[src/rtl/register_arbiter_pkg.sv]
// -----------------------------------------------------------------------------
// register_arbiter_pkg
// Shared definitions for the register access arbiter:
//   - arb_state_e : sequencer states (IDLE -> ISSUE -> RESP -> IDLE)
//   - id_width()  : requester ID width for a given requester count (min 1 bit)
// -----------------------------------------------------------------------------
package register_arbiter_pkg;

  typedef enum logic [1:0] {
    IDLE  = 2'd0,
    ISSUE = 2'd1,
    RESP  = 2'd2
  } arb_state_e;

  // A single requester still needs a 1-bit ID so port widths stay legal.
  function automatic int id_width(input int num_req);
    return (num_req > 1) ? $clog2(num_req) : 1;
  endfunction

endpackage

[src/rtl/rr_priority_picker.sv]
// -----------------------------------------------------------------------------
// rr_priority_picker
// Combinational round-robin selector: finds the first set request bit searching
// upward from ptr, wrapping from NUM_REQ-1 back to 0.
// Ports:
//   req    in  NUM_REQ  request vector
//   ptr    in  ID_W     search start position
//   grant  out NUM_REQ  one-hot winner (all zero when no request)
//   winner out ID_W     encoded winner (0 when no request)
//   any    out 1        at least one request present
// -----------------------------------------------------------------------------
module rr_priority_picker
  import register_arbiter_pkg::*;
#(
  parameter  int NUM_REQ = 4,
  localparam int ID_W    = id_width(NUM_REQ)
) (
  input  logic [NUM_REQ-1:0] req,
  input  logic [ID_W-1:0]    ptr,
  output logic [NUM_REQ-1:0] grant,
  output logic [ID_W-1:0]    winner,
  output logic               any
);

  logic [ID_W-1:0] idx;
  logic            hit;

  // Walk the requesters in priority order starting at ptr; first hit wins.
  // NUM_REQ is a power of two, so ID_W-bit addition wraps exactly at NUM_REQ.
  always_comb begin
    grant  = '0;
    winner = '0;
    any    = 1'b0;
    idx    = '0;
    hit    = 1'b0;
    for (int k = 0; k < NUM_REQ; k++) begin
      idx        = ptr + ID_W'(k);
      hit        = req[idx] & ~any;
      grant[idx] = hit;
      winner     = hit ? idx : winner;
      any        = any | hit;
    end
  end

endmodule

[src/rtl/register_access_arbiter.sv]
// -----------------------------------------------------------------------------
// register_access_arbiter
// Shares one Register (separate read/write enables) among NUM_REQ requesters.
// One transaction at a time: grant (IDLE) -> enable pulse (ISSUE) -> response
// (RESP). Read and write enables are never asserted together; the Register's
// accessError is therefore only a safety monitor latched into err_sticky.
// Ports:
//   clk, reset            clock, synchronous active-high reset
//   req_valid/write/data  per-requester request, op and write data slice
//   req_ready             one-hot combinational grant pulse (IDLE only)
//   rsp_valid/id/write    one-cycle completion with owner ID and op type
//   rsp_data              read: Register contents; write: echoed write data
//   busy                  transaction in flight
//   err_sticky            accessError ever observed since reset
//   reg_*                 connection to the shared Register
// All outputs are forced to their reset values while reset is asserted.
// -----------------------------------------------------------------------------
module register_access_arbiter
  import register_arbiter_pkg::*;
#(
  parameter  int N       = 32,
  parameter  int NUM_REQ = 4,
  localparam int ID_W    = id_width(NUM_REQ)
) (
  input  logic                 clk,
  input  logic                 reset,
  input  logic [NUM_REQ-1:0]   req_valid,
  input  logic [NUM_REQ-1:0]   req_write,
  input  logic [NUM_REQ*N-1:0] req_data,
  output logic [NUM_REQ-1:0]   req_ready,
  output logic                 rsp_valid,
  output logic [ID_W-1:0]      rsp_id,
  output logic                 rsp_write,
  output logic [N-1:0]         rsp_data,
  output logic                 busy,
  output logic                 err_sticky,
  output logic                 reg_write_enable,
  output logic                 reg_read_enable,
  output logic [N-1:0]         reg_data_in,
  input  logic [N-1:0]         reg_data_out,
  input  logic                 reg_access_error
);

  arb_state_e      state_q, state_d;
  logic [ID_W-1:0] ptr_q, ptr_d;
  logic [ID_W-1:0] id_q, id_d;
  logic            write_q, write_d;
  logic [N-1:0]    data_q, data_d;
  logic            err_q, err_d;

  logic [NUM_REQ-1:0] pick_grant;
  logic [ID_W-1:0]    pick_winner;
  logic               pick_any;

  rr_priority_picker #(
    .NUM_REQ (NUM_REQ)
  ) u_picker (
    .req    (req_valid),
    .ptr    (ptr_q),
    .grant  (pick_grant),
    .winner (pick_winner),
    .any    (pick_any)
  );

  // Next-state logic: arbitrate in IDLE, then step through ISSUE and RESP.
  always_comb begin
    state_d = state_q;
    ptr_d   = ptr_q;
    id_d    = id_q;
    write_d = write_q;
    data_d  = data_q;
    case (state_q)
      IDLE: begin
        if (pick_any) begin
          state_d = ISSUE;
          id_d    = pick_winner;
          write_d = req_write[pick_winner];
          data_d  = req_data[int'(pick_winner)*N +: N];
          // Winner drops to lowest priority; wrap is implicit in ID_W bits.
          ptr_d   = pick_winner + {{(ID_W-1){1'b0}}, 1'b1};
        end else begin
          state_d = IDLE;
        end
      end
      ISSUE:   state_d = RESP;
      RESP:    state_d = IDLE;
      default: state_d = IDLE;
    endcase
    err_d = err_q | reg_access_error;
  end

  // State, pointer, transaction latches and sticky error flag.
  always_ff @(posedge clk) begin
    if (reset) begin
      state_q <= IDLE;
      ptr_q   <= '0;
      id_q    <= '0;
      write_q <= 1'b0;
      data_q  <= '0;
      err_q   <= 1'b0;
    end else begin
      state_q <= state_d;
      ptr_q   <= ptr_d;
      id_q    <= id_d;
      write_q <= write_d;
      data_q  <= data_d;
      err_q   <= err_d;
    end
  end

  // Output decode from state; reset masks everything so an aborted
  // transaction can neither pulse an enable nor emit a response.
  always_comb begin
    req_ready        = '0;
    rsp_valid        = 1'b0;
    rsp_id           = '0;
    rsp_write        = 1'b0;
    rsp_data         = '0;
    busy             = 1'b0;
    err_sticky       = 1'b0;
    reg_write_enable = 1'b0;
    reg_read_enable  = 1'b0;
    reg_data_in      = '0;
    if (reset) begin
      req_ready = '0;
    end else begin
      req_ready        = (state_q == IDLE) ? pick_grant : '0;
      busy             = (state_q != IDLE);
      rsp_valid        = (state_q == RESP);
      rsp_id           = id_q;
      rsp_write        = write_q;
      // Register dataOut was loaded at the edge ending ISSUE.
      rsp_data         = (state_q == RESP) ? (write_q ? data_q : reg_data_out) : '0;
      reg_write_enable = (state_q == ISSUE) &  write_q;
      reg_read_enable  = (state_q == ISSUE) & ~write_q;
      reg_data_in      = data_q;
      err_sticky       = err_q;
    end
  end

endmodule

[config.mk]
export PLATFORM = sky130hd
export DESIGN_NAME = register_access_arbiter
export DESIGN_NICKNAME = d
export VERILOG_FILES = /design/src/rtl/register_arbiter_pkg.sv /design/src/rtl/rr_priority_picker.sv /design/src/rtl/register_access_arbiter.sv
export SDC_FILE = /design/constraint.sdc
export NUM_CORES = 1
export LEC_CHECK = 0
export BUFFER_PORTS_ARGS = -buffer_cell sky130_fd_sc_hd__buf_2
export CAP_MARGIN = 25
export CORE_AREA = 2 2 115 84
export DETAILED_ROUTE_END_ITERATION = 12
export DIE_AREA = 0 0 117 86
export PLACE_DENSITY_LB_ADDON = 0.08
export SYNTH_ARGS = -nofsm -noshare
export SYNTH_HDL_FRONTEND = slang
export SYNTH_SLANG_ARGS = --single-unit
[constraint.sdc]
create_clock -name clk -period 3.4 [get_ports clk]
set_input_delay 0.34 -clock clk [delete_from_list [all_inputs] [get_ports clk]]
set_output_delay 0.34 -clock clk [all_outputs]
set_load 0.02 [all_outputs]
==> metrics.md <==
| Metric | Value |
|---|---|
| Outcome | complete, no violations |
| Final Slew Violations | 0 |
| Syn_area_per_cell | between 7 and 8 um^2 |
| Leakage | 0.00259 uW |
| Starting Density | 0.433 |
| Hold path cells | 3 |
| Total core area | 8890 um^2 |
| Largest net degree at the start of global routing | a little under 70 |
| Kind of critical path | register to output pin |
| Setup slack after layout | 0.157 ns |
| EDFF count, synth | 0 |
| DP Worst Slack | 0.192 ns |
| CTS tree | done |
| P&R area growth vs syn | 39.7% |
| Final period util | 0.954 |
| Overall routing resource usage | 0.291 |
| ANT nets after route | 0 |
| WL met3 | between 1000 and 1500 um |
| First-pass GRT wire length | 23,000 um |
| DRT iter0 DRCs | 262 |
| Clock Skews | 0.00495 ns |
| Max Cap Violations | 0 |
| Die area | 10,100 um^2 |
| RR Startpoint | ptr_q[1] |
| Int Pwr | 2080 uW |
| Post-synthesis cell area | just under 4000 um^2 |
| Hold Vio Cnt, Final | 0 |
| Final Util | 0.604 |
| DP HPWL | 11,000 um |
| Adder and majority gate portion of the synthesized area | 0.0130 |
| Pre-Repair DR Iteration Count | 5 |
| VDD IR-drop max | approximately 0.31 mV |
| DRC violations left | 0 |
| Synth top area cells | dfxtp_1 (21%), mux2i_1 (17%), a211oi_1 (14%) |
| Main synth FF type | dfxtp_1 |
| Final instance area | 5370 um^2 |
| Reg power frac | 0.198 |
| Site Rows | 29 |
| Clock network power share | 0.127 |
| Worst path required time | roughly 3.1 ns |
| Root Driver | clkbuf_16 |
| Worst-Margin Slew | 1.07 ns |
| H-tree depth | 2 |
| Flop and latch count out of synthesis | 40 |
| Comb pwr share | 0.675 |
| Latest clock arrival within the worst-skew pair | 0.28 ns |
| Unrepaired setup endpoints after global routing | no |
| Xor and xnor fraction of the mapped netlist area | 0 |
| Compound-cell area share of the yosys netlist | 0.317 |
| Asr flop ratio synth | 0 |
| Startpoint types | register |
| Total CTS buffers | 5 |
| # resized after CTS | 0 |
| Met1 Wirelength | 6440 um |
| Hold Path Class | primary input to register |
| Synth Area in Simple Gates | 0.206 |
| Final Setup Violations | 0 |
| Top Layer Used | met4 |
| Ratio of cells with drive above 1 in the final layout | 0.399 |
| Die width | 117 um |
| Switching portion of total power | 0.463 |
| Setup TNS | 0 ns |
| Mapped Cells | 483 |
| Switching power | 1790 uW |
| Initial antenna violation count | 0 |
| Die Height | 86 um |
| GRT Residual Overflow | 0 |
| Slew margin rel. | 0.287 |
| Met2 routed WL | 7640 um |
| Critical path capture point type | output pin |
| Yosys warns | 0 |
| Largest area contributor in the netlist | dfxtp_1 |
| Routed WL per cell | 18.5 um |
| Number of global-route vias before repair | roughly 4,700 |
| Fill count | 831 |
| GP Congestion | 0.915 |
| R2R Path End | data_q[21] |
| Clock Path Buffers | 2 |
| Post-synthesis mux area share | 0.198 |
| Hold path start | reg_access_error |
| Crit Path Max Fanout | 9 |
| Final WL | 15,500 um |
| Post-synth cell types | 40 |
| Largest family of logic cells by synthesized area | compound AO/OA/AOI/OAI gates |
| Reg2reg setup slack | between 0.3 and 0.4 ns |
| Clk slew on worst S/H paths | ~0.060 ns |
| Max Clock Freq | 308 MHz |
| I/O Pins | 247 |
| PortBufs | 246 |
| Via count | 4,756 |
| R2r worst-path depth | 9 |
| Worst min-delay path endpoint | err_q |
| Top-area cell type share of the netlist area | 0.208 |
| Final min period | around 3.2 ns |
| CTS sink cnt | 40 |
| Layout net count | 884 |
| Synth Net Count | 658 |
| P per Cell Area | about 720 nW/um^2 |
| Placement Cell Area | roughly 5200 um^2 |
| CP arrival | 2.90 ns |
| Sequential cell area fraction in the yosys report | 0.208 |
| Drt via density | 5.70 |
registers in the layout (all words and copies together) (netlist names):
signal / flops
state_q: 2
err_q: 1
id_q: 2
ptr_q: 2
data_q: 32
write_q: 1
cell families after synthesis:
logic type | count (synthesis)
flip-flops | 40
AND/OR/NAND/NOR | 151
multiplexers | 71
AO/OA/AOI/OAI | 166
adder cells (fa/ha/maj) | 4
buffers and inverters | 51
final cells by class:
cell class | count | area (um^2) | share of cell area
clock buffers | 8 | 146 | 0.0273
well taps | 124 | 155 | 0.0289
flip-flops and latches | 40 | 802 | 0.149
repair buffers | 265 | 1400 | 0.260
inverters | 5 | 18.8 | 0.00349
multi-input cells | 392 | 2850 | 0.530
diodes | 1 | 2.50 | 0.000466
Yosys cell counts, drive strengths merged, types with 5 or more instances:
cell    instances
a211o           5
nor2           46
mux2i          67
inv             5
a21oi          10
nor2b          39
a211oi         70
clkbuf         35
nand2          16
o21ai           5
buf            11
o22ai          33
o22a           33
nor3            5
and2           33
dfxtp          40
what timing repair did:
action	4_1_cts	5_1_grt
buffers inserted	0	3
setup endpoints to repair	0	1
hold buffers	0	0
through the flow:
step	power (uW)	cells	hold WS [ns]
4_1_cts	3800	830	0.278
2_1_floorplan	2620	483	0.427
5_1_grt	4100	834	0.330
3_3_place_gp	3230	822	0.437
3_5_place_dp	3300	822	0.464
6_report	3870	835	0.277
power by group through the flow:
stage	Sequential, uW	Combinational [uW]	Clock [uW]
floorplan	718	1900	0
CTS	821	2490	497
global placement	820	2410	0
finish	767	2610	491
global route	786	2790	516
detailed placement	828	2480	0
per-layer routing:
layer / global-route usage / vias to the layer above
li1: - / 2277
met4: 0.0727 / 0
met3: 0.0601 / 20
met2: 0.544 / 200
met1: 0.337 / 2259
met5: 0 / -
worst max path at each step:
stage,endpoint,depth (start not counted),startpoint,slack (ns)
final,req_ready[2],9,ptr_q[1],0.16
after CTS,data_q[26],8,ptr_q[1],0.17
after global routing,req_ready[2],9,ptr_q[1],0.004
after detailed placement,data_q[26],8,ptr_q[1],0.19
after global placement,data_q[23],8,ptr_q[1],0.34
after floorplan,req_ready[0],8,ptr_q[0],0.34
worst max-delay path: stages (launching register included):
cell and delay (ns):
dfxtp_1 0.45, inv_1 0.10, ha_1 0.46, mux4_2 0.60, nor2b_1 0.17, nand2b_1 0.13
nand2_1 0.09, a21oi_1 0.08, a211oi_1 0.32, buf_2 0.23
cell usage in the layout, fill, tap and decap left out, types with 2 or more instances in the layout:
cell / instances
a31oi_1: 2
o22ai_1: 33
o22a_1: 33
buf_4: 17
nor2_1: 44
nand2_1: 16
inv_1: 5
and2_1: 33
nor3_1: 5
dfxtp_1: 39
nand2b_1: 3
buf_2: 246
mux4_2: 3
a21oi_1: 10
mux2i_1: 66
clkbuf_16: 5
nor2b_1: 39
ha_1: 4
clkbuf_1: 2
nor2_2: 2
o21a_1: 2
buf_12: 2
a211oi_1: 70
nor3b_1: 2
o21ai_0: 2
a211o_1: 5
Power figures use the tool's default switching activity.
